===== src/rtl/iq_pair_packer.sv =====
// Pairs I/Q ADC samples with skew checking and writes framed {I,Q} words
// (with a periodic header) to a 64-bit FIFO write port.
module iq_pair_packer #(
    parameter int unsigned DATA_WIDTH = 32,
    parameter int unsigned FRAME_LEN  = 512,
    parameter int unsigned SKEW_MAX   = 8,
    parameter logic [31:0] HDR_MAGIC  = 32'hA5A55A5A
) (
    input  logic                    clk,
    input  logic                    arstn,
    input  logic                    enable,
    input  logic [DATA_WIDTH-1:0]   i_data,
    input  logic                    i_valid,
    input  logic [DATA_WIDTH-1:0]   q_data,
    input  logic                    q_valid,
    input  logic                    fifo_full,
    output logic [2*DATA_WIDTH-1:0] fifo_data,
    output logic                    fifo_we,
    output logic [15:0]             frame_cnt,
    output logic [15:0]             overrun_cnt,
    output logic                    skew_err
);

    localparam int unsigned SW = $clog2(SKEW_MAX + 1);
    localparam logic [15:0] FRAME_LEN16 = 16'(FRAME_LEN);
    localparam logic [SW-1:0] SKEW_LIM = SW'(SKEW_MAX);

    typedef enum logic [1:0] {IDLE, HDR, PAIR} state_t;

    state_t                  state_q, state_d;
    logic                    enable_q, enable_d;
    logic                    i_got_q, i_got_d, q_got_q, q_got_d;
    logic [DATA_WIDTH-1:0]   i_hold_q, i_hold_d, q_hold_q, q_hold_d;
    logic [SW-1:0]           skew_cnt_q, skew_cnt_d;
    logic                    pend_valid_q, pend_valid_d;
    logic [2*DATA_WIDTH-1:0] pend_data_q, pend_data_d;
    logic                    hdr_due_q, hdr_due_d;
    logic [15:0]             pair_idx_q, pair_idx_d;
    logic [15:0]             frame_cnt_q, frame_cnt_d;
    logic [15:0]             overrun_q, overrun_d;
    logic                    skew_err_q, skew_err_d;
    logic [2*DATA_WIDTH-1:0] fifo_data_q, fifo_data_d;
    logic                    fifo_we_q, fifo_we_d;

    logic        i_got_eff, q_got_eff;
    logic        release_pend, drop_cmp, drop_fsm, skew_set;
    logic [16:0] ov_sum;

    always_comb begin
        state_d      = state_q;
        enable_d     = enable;
        i_got_d      = i_got_q;
        q_got_d      = q_got_q;
        i_hold_d     = i_hold_q;
        q_hold_d     = q_hold_q;
        skew_cnt_d   = skew_cnt_q;
        pend_valid_d = pend_valid_q;
        pend_data_d  = pend_data_q;
        hdr_due_d    = hdr_due_q;
        pair_idx_d   = pair_idx_q;
        frame_cnt_d  = frame_cnt_q;
        fifo_data_d  = fifo_data_q;
        fifo_we_d    = 1'b0;
        release_pend = 1'b0;
        drop_cmp     = 1'b0;
        drop_fsm     = 1'b0;
        skew_set     = 1'b0;
        i_got_eff    = i_got_q | i_valid;
        q_got_eff    = q_got_q | q_valid;

        if (!enable) begin
            i_got_d      = 1'b0;
            q_got_d      = 1'b0;
            skew_cnt_d   = '0;
            pend_valid_d = 1'b0;
            state_d      = IDLE;
        end else begin
            case (state_q)
                IDLE: begin
                    if (pend_valid_q) state_d = hdr_due_q ? HDR : PAIR;
                end
                HDR: begin
                    if (!fifo_full) begin
                        fifo_we_d   = 1'b1;
                        fifo_data_d = (2*DATA_WIDTH)'({HDR_MAGIC, frame_cnt_q, FRAME_LEN16});
                        frame_cnt_d = frame_cnt_q + 16'd1;
                        hdr_due_d   = 1'b0;
                        state_d     = PAIR;
                    end else begin
                        pend_valid_d = 1'b0;
                        release_pend = 1'b1;
                        drop_fsm     = 1'b1;
                        state_d      = IDLE;
                    end
                end
                PAIR: begin
                    if (!fifo_full) begin
                        fifo_we_d   = 1'b1;
                        fifo_data_d = pend_data_q;
                        if (pair_idx_q + 16'd1 == FRAME_LEN16) begin
                            pair_idx_d = '0;
                            hdr_due_d  = 1'b1;
                        end else begin
                            pair_idx_d = pair_idx_q + 16'd1;
                        end
                    end else begin
                        drop_fsm = 1'b1;
                    end
                    pend_valid_d = 1'b0;
                    release_pend = 1'b1;
                    state_d      = IDLE;
                end
                default: state_d = IDLE;
            endcase

            if (i_valid) i_hold_d = i_data;
            if (q_valid) q_hold_d = q_data;
            if ((i_valid && i_got_q) || (q_valid && q_got_q)) skew_set = 1'b1;

            // A pending slot being released this cycle may accept the new pair.
            if (i_got_eff && q_got_eff) begin
                i_got_d    = 1'b0;
                q_got_d    = 1'b0;
                skew_cnt_d = '0;
                if (!pend_valid_q || release_pend) begin
                    pend_valid_d = 1'b1;
                    pend_data_d  = {(i_valid ? i_data : i_hold_q), (q_valid ? q_data : q_hold_q)};
                end else begin
                    drop_cmp = 1'b1;
                end
            end else if (i_got_eff || q_got_eff) begin
                i_got_d = i_got_eff;
                q_got_d = q_got_eff;
                if (i_valid || q_valid) begin
                    skew_cnt_d = '0;
                end else if (skew_cnt_q + SW'(1) == SKEW_LIM) begin
                    i_got_d    = 1'b0;
                    q_got_d    = 1'b0;
                    skew_cnt_d = '0;
                    skew_set   = 1'b1;
                end else begin
                    skew_cnt_d = skew_cnt_q + SW'(1);
                end
            end else begin
                skew_cnt_d = '0;
            end
        end

        ov_sum     = {1'b0, overrun_q} + 17'(drop_cmp) + 17'(drop_fsm);
        overrun_d  = ov_sum[16] ? '1 : ov_sum[15:0];
        skew_err_d = skew_err_q | skew_set;

        if (enable && !enable_q) begin
            frame_cnt_d = '0;
            overrun_d   = '0;
            skew_err_d  = 1'b0;
            pair_idx_d  = '0;
            hdr_due_d   = 1'b1;
        end
    end

    always_ff @(posedge clk or negedge arstn) begin
        if (!arstn) begin
            state_q      <= IDLE;
            enable_q     <= 1'b0;
            i_got_q      <= 1'b0;
            q_got_q      <= 1'b0;
            i_hold_q     <= '0;
            q_hold_q     <= '0;
            skew_cnt_q   <= '0;
            pend_valid_q <= 1'b0;
            pend_data_q  <= '0;
            hdr_due_q    <= 1'b1;
            pair_idx_q   <= '0;
            frame_cnt_q  <= '0;
            overrun_q    <= '0;
            skew_err_q   <= 1'b0;
            fifo_data_q  <= '0;
            fifo_we_q    <= 1'b0;
        end else begin
            state_q      <= state_d;
            enable_q     <= enable_d;
            i_got_q      <= i_got_d;
            q_got_q      <= q_got_d;
            i_hold_q     <= i_hold_d;
            q_hold_q     <= q_hold_d;
            skew_cnt_q   <= skew_cnt_d;
            pend_valid_q <= pend_valid_d;
            pend_data_q  <= pend_data_d;
            hdr_due_q    <= hdr_due_d;
            pair_idx_q   <= pair_idx_d;
            frame_cnt_q  <= frame_cnt_d;
            overrun_q    <= overrun_d;
            skew_err_q   <= skew_err_d;
            fifo_data_q  <= fifo_data_d;
            fifo_we_q    <= fifo_we_d;
        end
    end

    assign fifo_data   = fifo_data_q;
    assign fifo_we     = fifo_we_q;
    assign frame_cnt   = frame_cnt_q;
    assign overrun_cnt = overrun_q;
    assign skew_err    = skew_err_q;

endmodule


===== config.mk =====
export PLATFORM = sky130hd
export DESIGN_NAME = iq_pair_packer
export DESIGN_NICKNAME = d
export VERILOG_FILES = /design/src/rtl/iq_pair_packer.sv
export SDC_FILE = /design/constraint.sdc
export NUM_CORES = 1
export LEC_CHECK = 0
export CAP_MARGIN = 0
export CORE_MARGIN = 5
export CORE_UTILIZATION = 38
export DETAILED_ROUTE_END_ITERATION = 8
export GPL_TIMING_DRIVEN = 1
export PLACE_DENSITY = 0.7
export SLEW_MARGIN = 30
export SYNTH_ARGS = -nofsm -noshare
export SYNTH_HDL_FRONTEND = slang
export SYNTH_SLANG_ARGS = --single-unit
export TNS_END_PERCENT = 50

===== constraint.sdc =====
create_clock -name clk -period 3.4 [get_ports clk]
set_input_delay 0.68 -clock clk [delete_from_list [all_inputs] [get_ports clk]]
set_output_delay 0.68 -clock clk [all_outputs]
set_load 0.02 [all_outputs]

==> results of run 1 <==
cell usage after synthesis (2+ instances only):
cell type                   number  area, µm²
sky130_fd_sc_hd__clkbuf_1       50        188
sky130_fd_sc_hd__o21ai_0        44        220
sky130_fd_sc_hd__a21o_1          2       15.0
sky130_fd_sc_hd__o22ai_1         2       12.5
sky130_fd_sc_hd__nand2b_1        2       12.5
sky130_fd_sc_hd__o2111ai_1       2       17.5
sky130_fd_sc_hd__nand3b_1        2       15.0
sky130_fd_sc_hd__o211ai_1        4       30.0
sky130_fd_sc_hd__mux2i_1        83        831
sky130_fd_sc_hd__nor2b_1         4       25.0
sky130_fd_sc_hd__o21ai_1         3       15.0
sky130_fd_sc_hd__nand2_1       163        612
sky130_fd_sc_hd__nor3_1         12       60.1
sky130_fd_sc_hd__mux2_2         64        721
sky130_fd_sc_hd__o31ai_1         3       22.5
sky130_fd_sc_hd__buf_1           9       33.8
sky130_fd_sc_hd__and2_1          5       31.3
sky130_fd_sc_hd__nor2_1         97        364
sky130_fd_sc_hd__or2_2           4       25.0
sky130_fd_sc_hd__ha_1            8        100
sky130_fd_sc_hd__a31oi_1         5       31.3
sky130_fd_sc_hd__o311ai_1        6       52.6
sky130_fd_sc_hd__and3_1          8       50.1
sky130_fd_sc_hd__nand4_1         9       56.3
sky130_fd_sc_hd__and4_1          3       26.3
sky130_fd_sc_hd__dfrtp_1       252       6310
sky130_fd_sc_hd__inv_1          18       67.6
sky130_fd_sc_hd__xnor2_1         8       70.1
sky130_fd_sc_hd__nand3_1        58        290
sky130_fd_sc_hd__and3b_1         2       17.5
sky130_fd_sc_hd__buf_2           4       20.0
sky130_fd_sc_hd__a21oi_1        89        445
sky130_fd_sc_hd__or3_1           4       25.0
sky130_fd_sc_hd__xor2_1         20        175
worst max path at each step:
stage	from	to	slack (ps)	cells after the start
2_1_floorplan	enable	overrun_cnt[10]	300	11
3_3_place_gp	fifo_full	overrun_cnt[14]	190	14
3_5_place_dp	fifo_full	overrun_cnt[1]	130	12
4_1_cts	state_q[1]	overrun_cnt[1]	520	13
5_1_grt	state_q[1]	overrun_cnt[1]	200	13
6_report	state_q[0]	overrun_cnt[8]	530	12
layer usage:
layer | global-route usage | vias up | routed length [µm]
met5 | 0 | - | 27
met4 | 0.0405 | 4 | 522
met3 | 0.0408 | 46 | 1600
met2 | 0.268 | 175 | 13100
met1 | 0.233 | 4160 | 12800
li1 | - | 3985 | -
state kept, by name, indices dropped and copies added, names as in the netlist, 2 cells and up:
name and flops:
skew_cnt_q 4, state_q 2, frame_cnt 16, q_hold_q 32, fifo_data 64, overrun_cnt 16
pair_idx_q 16, i_hold_q 32, pend_data_q 64
cell type report:
cell class / count / area (µm²) / area share
Antenna cell: 1 / 2.50 / 0.000176
Clock buffer: 46 / 860 / 0.0604
Clock inverter: 3 / 40.0 / 0.00281
Inverter: 18 / 67.6 / 0.00475
Multi-Input combinational cell: 731 / 4540 / 0.319
Sequential cell: 253 / 6330 / 0.445
Tap cell: 384 / 480 / 0.0338
Timing Repair Buffer: 192 / 1900 / 0.134
layout by cell type (no fill, tap or decap), types with 18 or more instances in the layout:
| cell | instances |
|---|---|
| sky130_fd_sc_hd__clkdlybuf4s50_1 | 164 |
| sky130_fd_sc_hd__nand2_1 | 163 |
| sky130_fd_sc_hd__inv_1 | 18 |
| sky130_fd_sc_hd__nor2_1 | 97 |
| sky130_fd_sc_hd__nand3_1 | 58 |
| sky130_fd_sc_hd__xor2_1 | 20 |
| sky130_fd_sc_hd__clkbuf_16 | 29 |
| sky130_fd_sc_hd__o21ai_0 | 44 |
| sky130_fd_sc_hd__a21oi_1 | 89 |
| sky130_fd_sc_hd__mux2_2 | 64 |
| sky130_fd_sc_hd__buf_4 | 21 |
| sky130_fd_sc_hd__mux2i_1 | 83 |
| sky130_fd_sc_hd__dfrtp_1 | 252 |
worst max-delay path, delay by kind of cell (launching register included):
kind / cells / cell delay (ps)
simple gates: 6 / 970
compound gates: 2 / 460
flops: 1 / 420
buf+inv: 1 / 70
fa+ha+maj: 3 / 860
logic make-up (layout without fill, tap and decap cells):
kind of cell,count (synthesis),after routing,share of synthesized area
AO/OA/AOI/OAI,169,169,0.0857
XOR/XNOR,28,28,0.0220
adder cells (fa/ha/maj),9,9,0.0108
buffers and inverters,81,259,0.0277
flip-flops,253,253,0.567
multiplexers,147,147,0.139
other,0,1,0
AND/OR/NAND/NOR,378,378,0.148
power breakdown:
group	switching, mW	total (mW)	internal, mW
Clock	1.18	2.96	1.78
Combinational	0.748	1.41	0.666
Sequential	0.285	3.78	3.50
Total	2.21	8.16	5.95
==> metrics.md, run 1 <==
| Metric | Value |
|---|---|
| Outcome | `complete, no violations` |
| Largest net degree at the start of global routing | `81` |
| Post-cts sizing count | `0` |
| RSZ-0062 raised after global routing | `false` |
| Dpl cells | `between 1500 and 2000` |
| Class of the worst hold path | `primary input to async pin` |
| Final clock period utilization by the worst path | `0.845` |
| Final Util | `0.493` |
| Initial cell density of the core | `0.387` |
| Critical-path top delay cell | `sky130_fd_sc_hd__dfrtp_1` |
| CTS tree | `built` |
| Reg-to-reg slack, setup | `530 ps` |
| Routability-driven placement congestion ratio | `approximately 0.81` |
| Final Setup Violations | `0` |
| Final hold violation count | `0` |
| Hold Slack | `roughly 140 ps` |
| Capturing point of the worst reg2reg path | `overrun_cnt[8]` |
| Power Density | `573 nW/µm²` |
| # DRC | `0` |
| Number of detailed-route iterations in the first pass | `4` |
| Die width | `181 µm` |
| Die Outline Area | `~33000 µm²` |
| Final antenna-violating net count | `0` |
| WL final | `28.0 mm` |
| CP most frequent cell | `sky130_fd_sc_hd__nand2_1` |
| Floorplan Core Area | `between 20000 and 30000 µm²` |
| Fin area | `between 10000 and 15000 µm²` |
| Post-synth EDFFs | `0` |
| Number of synthesized register bits | `between 200 and 300` |
| Worst slew slack as a fraction of its limit | `0.476` |
| Clock net sink count | `around 250` |
| DRC violation total after the first TritonRoute iteration | `about 460` |
| CTS root buffer | `sky130_fd_sc_hd__clkbuf_16` |
| Total placed instance area | `roughly 13000 µm²` |
| # H-tree levels | `1` |
| Vias in the first global route | `between 8000 and 9000` |
| Worst setup SP type | `flop` |
| Actual slew at the worst max-slew pin | `approximately 790 ps` |
| Area added between synthesis and finish | `27.3%` |
| Number of placed I/O pins | `168` |
| Post-layout min period | `~2900 ps` |
| Maximum fanout along the worst path | `13` |
| Post-Route Skew | `14.1 ps` |
| Number of input and output port buffers inserted | `167` |
| Class of the most critical setup path | `flop to flop` |
| Pwr Total | `just over 8 mW` |
| Initial antenna violation count | `3` |
| Crit-path max cell delay | `around 420 ps` |
| Fill cell instance count of the final layout | `around 2700` |
| Die Span Y | `181 µm` |
| Count of mapped cells out of synthesis | `roughly 1100` |
| Post-CTS setup buffer count | `0` |
| Post-route setup slack | `around 530 ps` |
| Peak Freq | `348 MHz` |
| Drt wl/cell | `roughly 17 µm` |
| Number of pins with negative max-slew slack in the final report | `0` |
| Arrival time at the worst endpoint | `between 3000 and 4000 ps` |
| Proportion of synthesized chip area in sequential cells | `0.567` |
| Cell chain of the critical path | `ha_1 -> nand2_1 -> nand2_1 -> a21boi_0 -> nand3_1 -> fa_1 -> inv_1 -> ha_1 -> nand4_1 -> nor3_1 -> nand2_1 -> a21oi_1` |
| Startpoint of the lowest-slack register-to-register path | `state_q[0]` |
| Post-place setup slack | `133 ps` |
| Capturing element type of the critical path | `flop` |
| Overall track demand over capacity in global routing | `0.168` |
| Prevailing post-synth register cell | `sky130_fd_sc_hd__dfrtp_1` |
| Aggregate global routing overflow | `0` |
| Total number of vias | `8370` |
| Half-perimeter wire length after detailed placement | `18.2 mm` |
| Number of max-capacitance violations reported | `0` |
| Final std cells w/o fill | `1628` |
| Total number of nets in the final design | `1303` |
| Clock latency on the worst-skew pair | `~530 ps` |
| Worst reg-to-reg path cell count | `12` |
| Share of synthesized registers carrying an async set or reset | `1.00` |
| Rows | `between 60 and 70` |
| Number of buffers inserted during clock tree synthesis | `28` |
| Clock transition at the registers of the reported paths | `~60 ps` |
| Worst EP required | `just under 4000 ps` |
| Post-Syn Area per Cell | `10.5 µm²` |
| LEAKAGE | `6.27 nW` |
| Post-synthesis net count | `between 1000 and 1500` |
| Worst-case vdd ir drop | `between 0.0004 and 0.0005 V` |
| Wire length of the first global-routing pass | `45.9 mm` |
| Total number of yosys warnings | `0` |
| Cts hold-fix bufs | `0` |
| Library cells used by synthesis | `50` |
| Total Negative Setup Slacks | `0 ps` |
| Drt via density | `around 5` |
| Clk buf depth | `3` |
| Cell area after synthesis | `~11000 µm²` |
| Layout cells sized above 1 | `0.116` |
(Power assumes the default switching activity.)
==> run 2, diff against run 1 <==
clock period = 2.88 ns   (was 3.4 ns; I/O delays follow)
==> metrics.md, run 2 (synthesis gave the netlist of run 1 again) <==
| Metric | Value |
|---|---|
| CTS tree | `built` |
| Number of pins with negative max-slew slack in the final report | `0 (unchanged)` |
| Startpoint of the lowest-slack register-to-register path | `state_q[1]` |
| Cell class contributing the biggest share of worst-path delay | `simple AND/OR/NAND/NOR gates` |
| Final clock period utilization by the worst path | `0.906 (+0.0607)` |
| Half-perimeter wire length after detailed placement | `18.6 mm (+2.0%)` |
| Number of placed I/O pins | `168 (unchanged)` |
| Peak Freq | `383 MHz (+10%)` |
| Wire length of the first global-routing pass | `46.3 mm (+0.86%)` |
| Fill cell instance count of the final layout | `2608 (-2.0%)` |
| CTS root buffer | `sky130_fd_sc_hd__clkbuf_16` |
| Actual slew at the worst max-slew pin | `804 ps (+17.4 ps)` |
| Die Outline Area | `32900 µm² (unchanged)` |
| Number of buffers inserted during clock tree synthesis | `28 (unchanged)` |
| Worst setup path endpoint | `overrun_cnt[14]` |
| Uppermost layer routed | `met5` |
| Clk buf depth | `3 (unchanged)` |
| Most common library cell in the layout ignoring fill and taps | `sky130_fd_sc_hd__dfrtp_1` |
| Drt wl/cell | `17.2 µm (about the same)` |
| Worst setup SP type | `flop` |
| Crit-path max cell delay | `370 ps (-50 ps)` |
| Rows | `62 (unchanged)` |
| # DRC | `0 (unchanged)` |
| Maximum fanout along the worst path | `5 (-8)` |
| Number of detailed-route iterations in the first pass | `5 (+1)` |
| Sequential standard cell area | `6330 µm² (unchanged)` |
| Worst reg-to-reg path cell count | `14 (+2)` |
| DRC violation total after the first TritonRoute iteration | `510 (+9.9%)` |
| Total number of nets in the final design | `1312 (+0.69%)` |
| Worst-case vdd ir drop | `0.000644 V (+39%)` |
| Dpl cells | `1585 (+0.44%)` |
| Final antenna-violating net count | `0 (unchanged)` |
| Hold Slack | `23.9 ps (-117 ps)` |
| WL final | `28.2 mm (+0.52%)` |
| Aggregate global routing overflow | `0 (unchanged)` |
| Layout cells sized above 1 | `0.133 (+0.0174)` |
| Crit path buffers/inverters | `2 (+1)` |
| Clock net sink count | `253 (unchanged)` |
| Vias in the first global route | `8598 (+0.23%)` |
| Reg-to-reg slack, setup | `270 ps (-260 ps)` |
| Wire length on met2 | `13.4 mm (+2.5%)` |
| Capturing element type of the critical path | `flop` |
| Outcome | `complete, no violations` |
| Cell chain of the critical path | `inv_1 -> ha_1 -> nand2_1 -> nand2_1 -> a21boi_2 -> nand3_1 -> fa_2 -> inv_1 -> ha_1 -> nand4_1 -> nor3_4 -> nand3_1 -> nor3b_1 -> nor3_1` |
| Capturing point of the worst reg2reg path | `overrun_cnt[14]` |
| Worst slew slack as a fraction of its limit | `0.464 (-0.0116)` |
| Clock latency on the worst-skew pair | `540 ps (about the same)` |
| Drt via density | `5.13 (-0.27%)` |
| Post-Route Skew | `15.9 ps (+1.80 ps)` |
| Critical-path top delay cell | `sky130_fd_sc_hd__dfrtp_1` |
| Final hold violation count | `0 (unchanged)` |
| Power Density | `691 nW/µm² (+21%)` |
| Most frequent cells in the layout | `sky130_fd_sc_hd__dfrtp_1 (252), sky130_fd_sc_hd__clkdlybuf4s50_1 (164), sky130_fd_sc_hd__nand2_1 (163)` |
| Number of max-capacitance violations reported | `0 (unchanged)` |
| Area added between synthesis and finish | `29.7%` |
| Startpoint of the most critical setup path | `state_q[1]` |
| Arrival time at the worst endpoint | `3010 ps (-310 ps)` |
| Sum of routed wire segments on met1 | `12.6 mm (-1.6%)` |
| Initial antenna violation count | `2 (-1)` |
| Metal3 WL | `1.58 mm (-1.3%)` |
| Total number of vias | `8399 (+0.35%)` |
| Die Span Y | `181 µm (unchanged)` |
| Class of the most critical setup path | `flop to flop` |
| Cell depth of the worst setup path | `14 (+2)` |
| Post-layout min period | `2610 ps (-265 ps)` |
| Number of input and output port buffers inserted | `167 (unchanged)` |
| Largest net degree at the start of global routing | `75 (-7.4%)` |
| Final Setup Violations | `0 (unchanged)` |
| Clock transition at the registers of the reported paths | `60 ps (about the same)` |
| Die width | `181 µm (unchanged)` |
| Routability-driven placement congestion ratio | `0.841 (+3.9%)` |
| RSZ-0062 raised after global routing | `false` |
| Overall track demand over capacity in global routing | `0.169 (+0.000682)` |
| Cts hold-fix bufs | `0 (unchanged)` |
| Area of the multi-input gates | `4570 µm² (+0.66%)` |
| Worst EP required | `3290 ps (-560 ps)` |
| LEAKAGE | `6.40 nW (+2.0%)` |
| Initial cell density of the core | `0.387 (unchanged)` |
| Floorplan Core Area | `28900 µm² (unchanged)` |
| Class of the worst hold path | `primary input to async pin` |
| Final std cells w/o fill | `1638 (+0.61%)` |
| # H-tree levels | `1 (unchanged)` |
==> run 2: cell count changes in the layout (fill, tap and decap cells not counted), sizes merged <==
cell,delta
clkinv,+3
clkbuf,-6
clkinvlp,+1
buf,+9
bufinv,+3
==> run 2: worst min-delay path by stage <==
stage                        startpoint              end  slack, ps  cells after the start
after floorplan                   arstn         enable_q        280                      0
final                             arstn   overrun_cnt[2]         20                      1
after detailed placement  fifo_data[62]    fifo_data[62]        460                      2
after CTS                         arstn  pend_data_q[28]         40                      1
after global routing              arstn     frame_cnt[2]         70                      1
after global placement     fifo_data[0]     fifo_data[0]        450                      2
==> run 2: metrics by stage <==
stage / TNS, ps / power [mW] / util / setup WS (ps) / area (µm²)
floorplan: 0 / 5.38 / - / 15.4 / 11200
global placement: -1460 / 6.18 / 0.465 / -130 / 13400
detailed placement: -2200 / 6.24 / 0.465 / -186 / 13400
CTS: 0 / 10.1 / 0.501 / 98.8 / 14400
global route: 0 / 10.5 / 0.502 / 37.4 / 14500
finish: 0 / 10.0 / 0.502 / 272 / 14500
==> run 2: final cells by class <==
type / count / area share
flip-flops and latches: 253 / 0.437
multi-input cells: 731 / 0.315
repair buffers: 201 / 0.140
clock buffers: 40 / 0.0584
well taps: 384 / 0.0332
clock inverters: 10 / 0.0116
inverters: 18 / 0.00466
diodes: 1 / 0.000173
==> run 2: worst reg2reg max path, cell delays in order (launching register included) <==
cell and delay (ps):
sky130_fd_sc_hd__dfrtp_1 370, sky130_fd_sc_hd__inv_1 110, sky130_fd_sc_hd__ha_1 200, sky130_fd_sc_hd__nand2_1 60
sky130_fd_sc_hd__nand2_1 60, sky130_fd_sc_hd__a21boi_2 150, sky130_fd_sc_hd__nand3_1 100, sky130_fd_sc_hd__fa_2 360
sky130_fd_sc_hd__inv_1 60, sky130_fd_sc_hd__ha_1 150, sky130_fd_sc_hd__nand4_1 170, sky130_fd_sc_hd__nor3_4 290
sky130_fd_sc_hd__nand3_1 110, sky130_fd_sc_hd__nor3b_1 210, sky130_fd_sc_hd__nor3_1 80
==> run 2: repair_timing <==
item | in CTS | in global routing
setup endpoints to repair | 0 | 16
setup buffers | 0 | 2
gates resized for setup | 0 | 5
==> run 2: where the power goes <==
group	internal [mW]	switching, mW
registers	4.13	0.340
clock network	2.39	1.45
logic	0.812	0.889
==> run 2: per-layer routing <==
metal  vias to the layer above  GRT usage
met4                         4     0.0357
li1                       4003          -
met1                      4166      0.228
met5                         -          0
met3                        36     0.0416
met2                       190      0.278
==> run 3, diff against run 2 <==
--- a/constraint.sdc
+++ b/constraint.sdc
@@ -3,2 +3,2 @@
 set_output_delay 0.576 -clock clk [all_outputs]
-set_load 0.02 [all_outputs]
+set_load 0.05 [all_outputs]
==> metrics.md, run 3 (synthesis gave the netlist of run 1 again) <==
| Metric | Value |
|---|---|
| Peak Freq | `381 MHz (-0.71%)` |
| Worst setup SP type | `flop` |
| Number of max-capacitance violations reported | `0 (unchanged)` |
| Switch share | `0.300 (+0.0329)` |
| Overall track demand over capacity in global routing | `0.163 (-0.00550)` |
| Drt wl/cell | `16.6 µm (-3.7%)` |
| Cts hold-fix bufs | `0 (unchanged)` |
| Die Outline Area | `32900 µm² (unchanged)` |
| Capturing element type of the critical path | `flop` |
| Post-layout min period | `2630 ps (+18.7 ps)` |
| Startpoint of the lowest-slack register-to-register path | `state_q[0]` |
| Startpoint of the most critical setup path | `state_q[0]` |
| Number of pins with negative max-slew slack in the final report | `0 (unchanged)` |
| Initial antenna violation count | `2 (unchanged)` |
| Cell Int Power | `7.04 mW (-4.0%)` |
| Arrival time at the worst endpoint | `3030 ps (+20 ps)` |
| Class of the most critical setup path | `flop to flop` |
| Number of placed I/O pins | `168 (unchanged)` |
| Maximum fanout along the worst path | `5 (unchanged)` |
| Post-route setup slack | `253 ps (-18.7 ps)` |
| Wire length of the first global-routing pass | `44.7 mm (-3.4%)` |
| Total number of vias | `8249 (-1.8%)` |
| Clock power share | `0.350 (-0.034)` |
| Die Span Y | `181 µm (unchanged)` |
| # DRC | `0 (unchanged)` |
| Total Negative Setup Slacks | `0 ps (unchanged)` |
| Switch Pwr | `3.02 mW (+13%)` |
| Clk buf depth | `3 (unchanged)` |
| Most common library cell in the layout ignoring fill and taps | `sky130_fd_sc_hd__dfrtp_1` |
| Capturing point of the worst reg2reg path | `overrun_cnt[14]` |
| Dpl cells | `1583 (-0.13%)` |
| Share of power burned in combinational logic | `0.207 (+0.037)` |
| Actual slew at the worst max-slew pin | `774 ps (-30.3 ps)` |
| # H-tree levels | `1 (unchanged)` |
| Final hold violation count | `0 (unchanged)` |
| Final std cells w/o fill | `1634 (-0.24%)` |
| Worst setup path endpoint | `overrun_cnt[14]` |
| Worst reg-to-reg path cell count | `14 (unchanged)` |
| Worst EP required | `3280 ps (about the same)` |
| Number of input and output port buffers inserted | `167 (unchanged)` |
| Worst-case vdd ir drop | `0.000572 V (-11%)` |
| Aggregate global routing overflow | `0 (unchanged)` |
| CTS tree | `built` |
| CTS root buffer | `sky130_fd_sc_hd__clkbuf_16` |
| Clock net sink count | `253 (unchanged)` |
| Final antenna-violating net count | `0 (unchanged)` |
| Most frequent cells in the layout | `sky130_fd_sc_hd__dfrtp_1 (252), sky130_fd_sc_hd__clkdlybuf4s50_1 (164), sky130_fd_sc_hd__nand2_1 (163)` |
| DRC violation total after the first TritonRoute iteration | `522 (+2.4%)` |
| Power Density | `701 nW/µm² (+1.4%)` |
| Reg-to-reg slack, setup | `250 ps (-20 ps)` |
| Post-place setup slack | `-174 ps (+11.7 ps)` |
| Largest net degree at the start of global routing | `78 (+4.0%)` |
| Rows | `62 (unchanged)` |
| Number of detailed-route iterations in the first pass | `6 (+1)` |
| Pwr Total | `10.1 mW (+0.53%)` |
| Drt via density | `5.05 (-1.5%)` |
| Outcome | `complete, no violations` |
| Routability-driven placement congestion ratio | `0.822 (-2.3%)` |
| Total number of nets in the final design | `1309 (-0.23%)` |
| Post-Route Skew | `19.4 ps (+3.52 ps)` |
| Class of the worst hold path | `primary input to async pin` |
| Clock transition at the registers of the reported paths | `60 ps (about the same)` |
| Die width | `181 µm (unchanged)` |
| Final clock period utilization by the worst path | `0.912 (+0.00651)` |
| Worst slew slack as a fraction of its limit | `0.484 (+0.0202)` |
| Clock latency on the worst-skew pair | `540 ps (about the same)` |
| Floorplan Core Area | `28900 µm² (unchanged)` |
| WL final | `27.1 mm (-3.9%)` |
| Register share of total power | `0.443 (-0.003)` |
| Number of buffers inserted during clock tree synthesis | `28 (unchanged)` |
| Half-perimeter wire length after detailed placement | `18.0 mm (-3.1%)` |
| Final Util | `0.498 (-0.00412)` |
| Area added between synthesis and finish | `28.6%` |
| Layout cells sized above 1 | `0.128 (-0.00518)` |
| Final Setup Violations | `0 (unchanged)` |
| LEAKAGE | `6.33 nW (-1.1%)` |
| Initial cell density of the core | `0.387 (unchanged)` |
| Vias in the first global route | `8389 (-2.4%)` |
-- run 3: cell count changes in the layout (fill, tap and decap cells not counted) --
cell | before | now
sky130_fd_sc_hd__nor3b_1 | 1 | 0
sky130_fd_sc_hd__inv_6 | 0 | 1
sky130_fd_sc_hd__clkinvlp_4 | 1 | 3
sky130_fd_sc_hd__clkinv_2 | 3 | 0
sky130_fd_sc_hd__buf_4 | 26 | 24
sky130_fd_sc_hd__clkinv_4 | 1 | 0
sky130_fd_sc_hd__nor3b_2 | 0 | 1
sky130_fd_sc_hd__buf_12 | 8 | 7
sky130_fd_sc_hd__bufinv_16 | 4 | 1
sky130_fd_sc_hd__clkbuf_1 | 2 | 6
sky130_fd_sc_hd__clkbuf_8 | 10 | 9
-- run 3: repair_timing --
| action | 4_1_cts | 5_1_grt |
|---|---|---|
| buffers inserted | 0 | 1 |
| resized for setup | 0 | 6 |
| endpoints found under the setup margin | 0 | 15 |
-- run 3: cell type report --
class,count,area (µm²)
fill,2636,14500
sequential,253,6330
multi-input combinational,731,4570
timing repair buffer,198,1990
clock buffer,43,847
tap,384,480
clock inverter,6,77.6
inverter,18,67.6
antenna,1,2.50
-- run 3: power by group through the flow --
stage / Combinational, mW / Sequential (mW) / Clock (mW)
after global placement: 2.05 / 4.50 / 0
after global routing: 2.26 / 4.54 / 3.78
after detailed placement: 2.09 / 4.52 / 0
after floorplan: 0.748 / 5.02 / 0
final: 2.08 / 4.46 / 3.53
after CTS: 2.10 / 4.46 / 3.62
-- run 3: per-layer routing --
| metal | routed length, µm | vias up | global-route usage |
|---|---|---|---|
| li1 | - | 4002 | - |
| met1 | 12000 | 4033 | 0.220 |
| met2 | 12800 | 166 | 0.267 |
| met3 | 1480 | 46 | 0.0410 |
| met4 | 701 | 2 | 0.0390 |
| met5 | 13 | - | 0 |
-- run 3: worst min path at each step --
stage             startpoint              end  slack (ps)  cells past startpoint
4_1_cts                arstn     q_hold_q[18]          30                      1
3_3_place_gp    fifo_data[0]     fifo_data[0]         450                      2
6_report               arstn   pair_idx_q[13]          30                      1
3_5_place_dp   fifo_data[32]    fifo_data[32]         460                      2
5_1_grt                arstn  pend_data_q[21]          70                      1
2_1_floorplan          arstn         enable_q         280                      0
-- run 3: stage by stage --
step                      instance area (µm²)  hold slack [ps]
after floorplan                         11200              280
after global placement                  13400              455
after detailed placement                13400              457
after CTS                               14300             26.2
after global routing                    14400             65.5
final                                   14400             30.0
-- run 3: worst max-delay path: stages (launching register included) --
cell and delay (ps):
sky130_fd_sc_hd__dfrtp_1 400, sky130_fd_sc_hd__inv_1 110, sky130_fd_sc_hd__ha_2 200, sky130_fd_sc_hd__inv_1 70, sky130_fd_sc_hd__nand2_1 60, sky130_fd_sc_hd__a21boi_2 140
sky130_fd_sc_hd__nand3_1 110, sky130_fd_sc_hd__fa_2 360, sky130_fd_sc_hd__inv_1 60, sky130_fd_sc_hd__ha_1 150, sky130_fd_sc_hd__nand4_1 170, sky130_fd_sc_hd__nor3_4 280
sky130_fd_sc_hd__nand3_1 120, sky130_fd_sc_hd__nor3b_2 200, sky130_fd_sc_hd__nor3_1 70
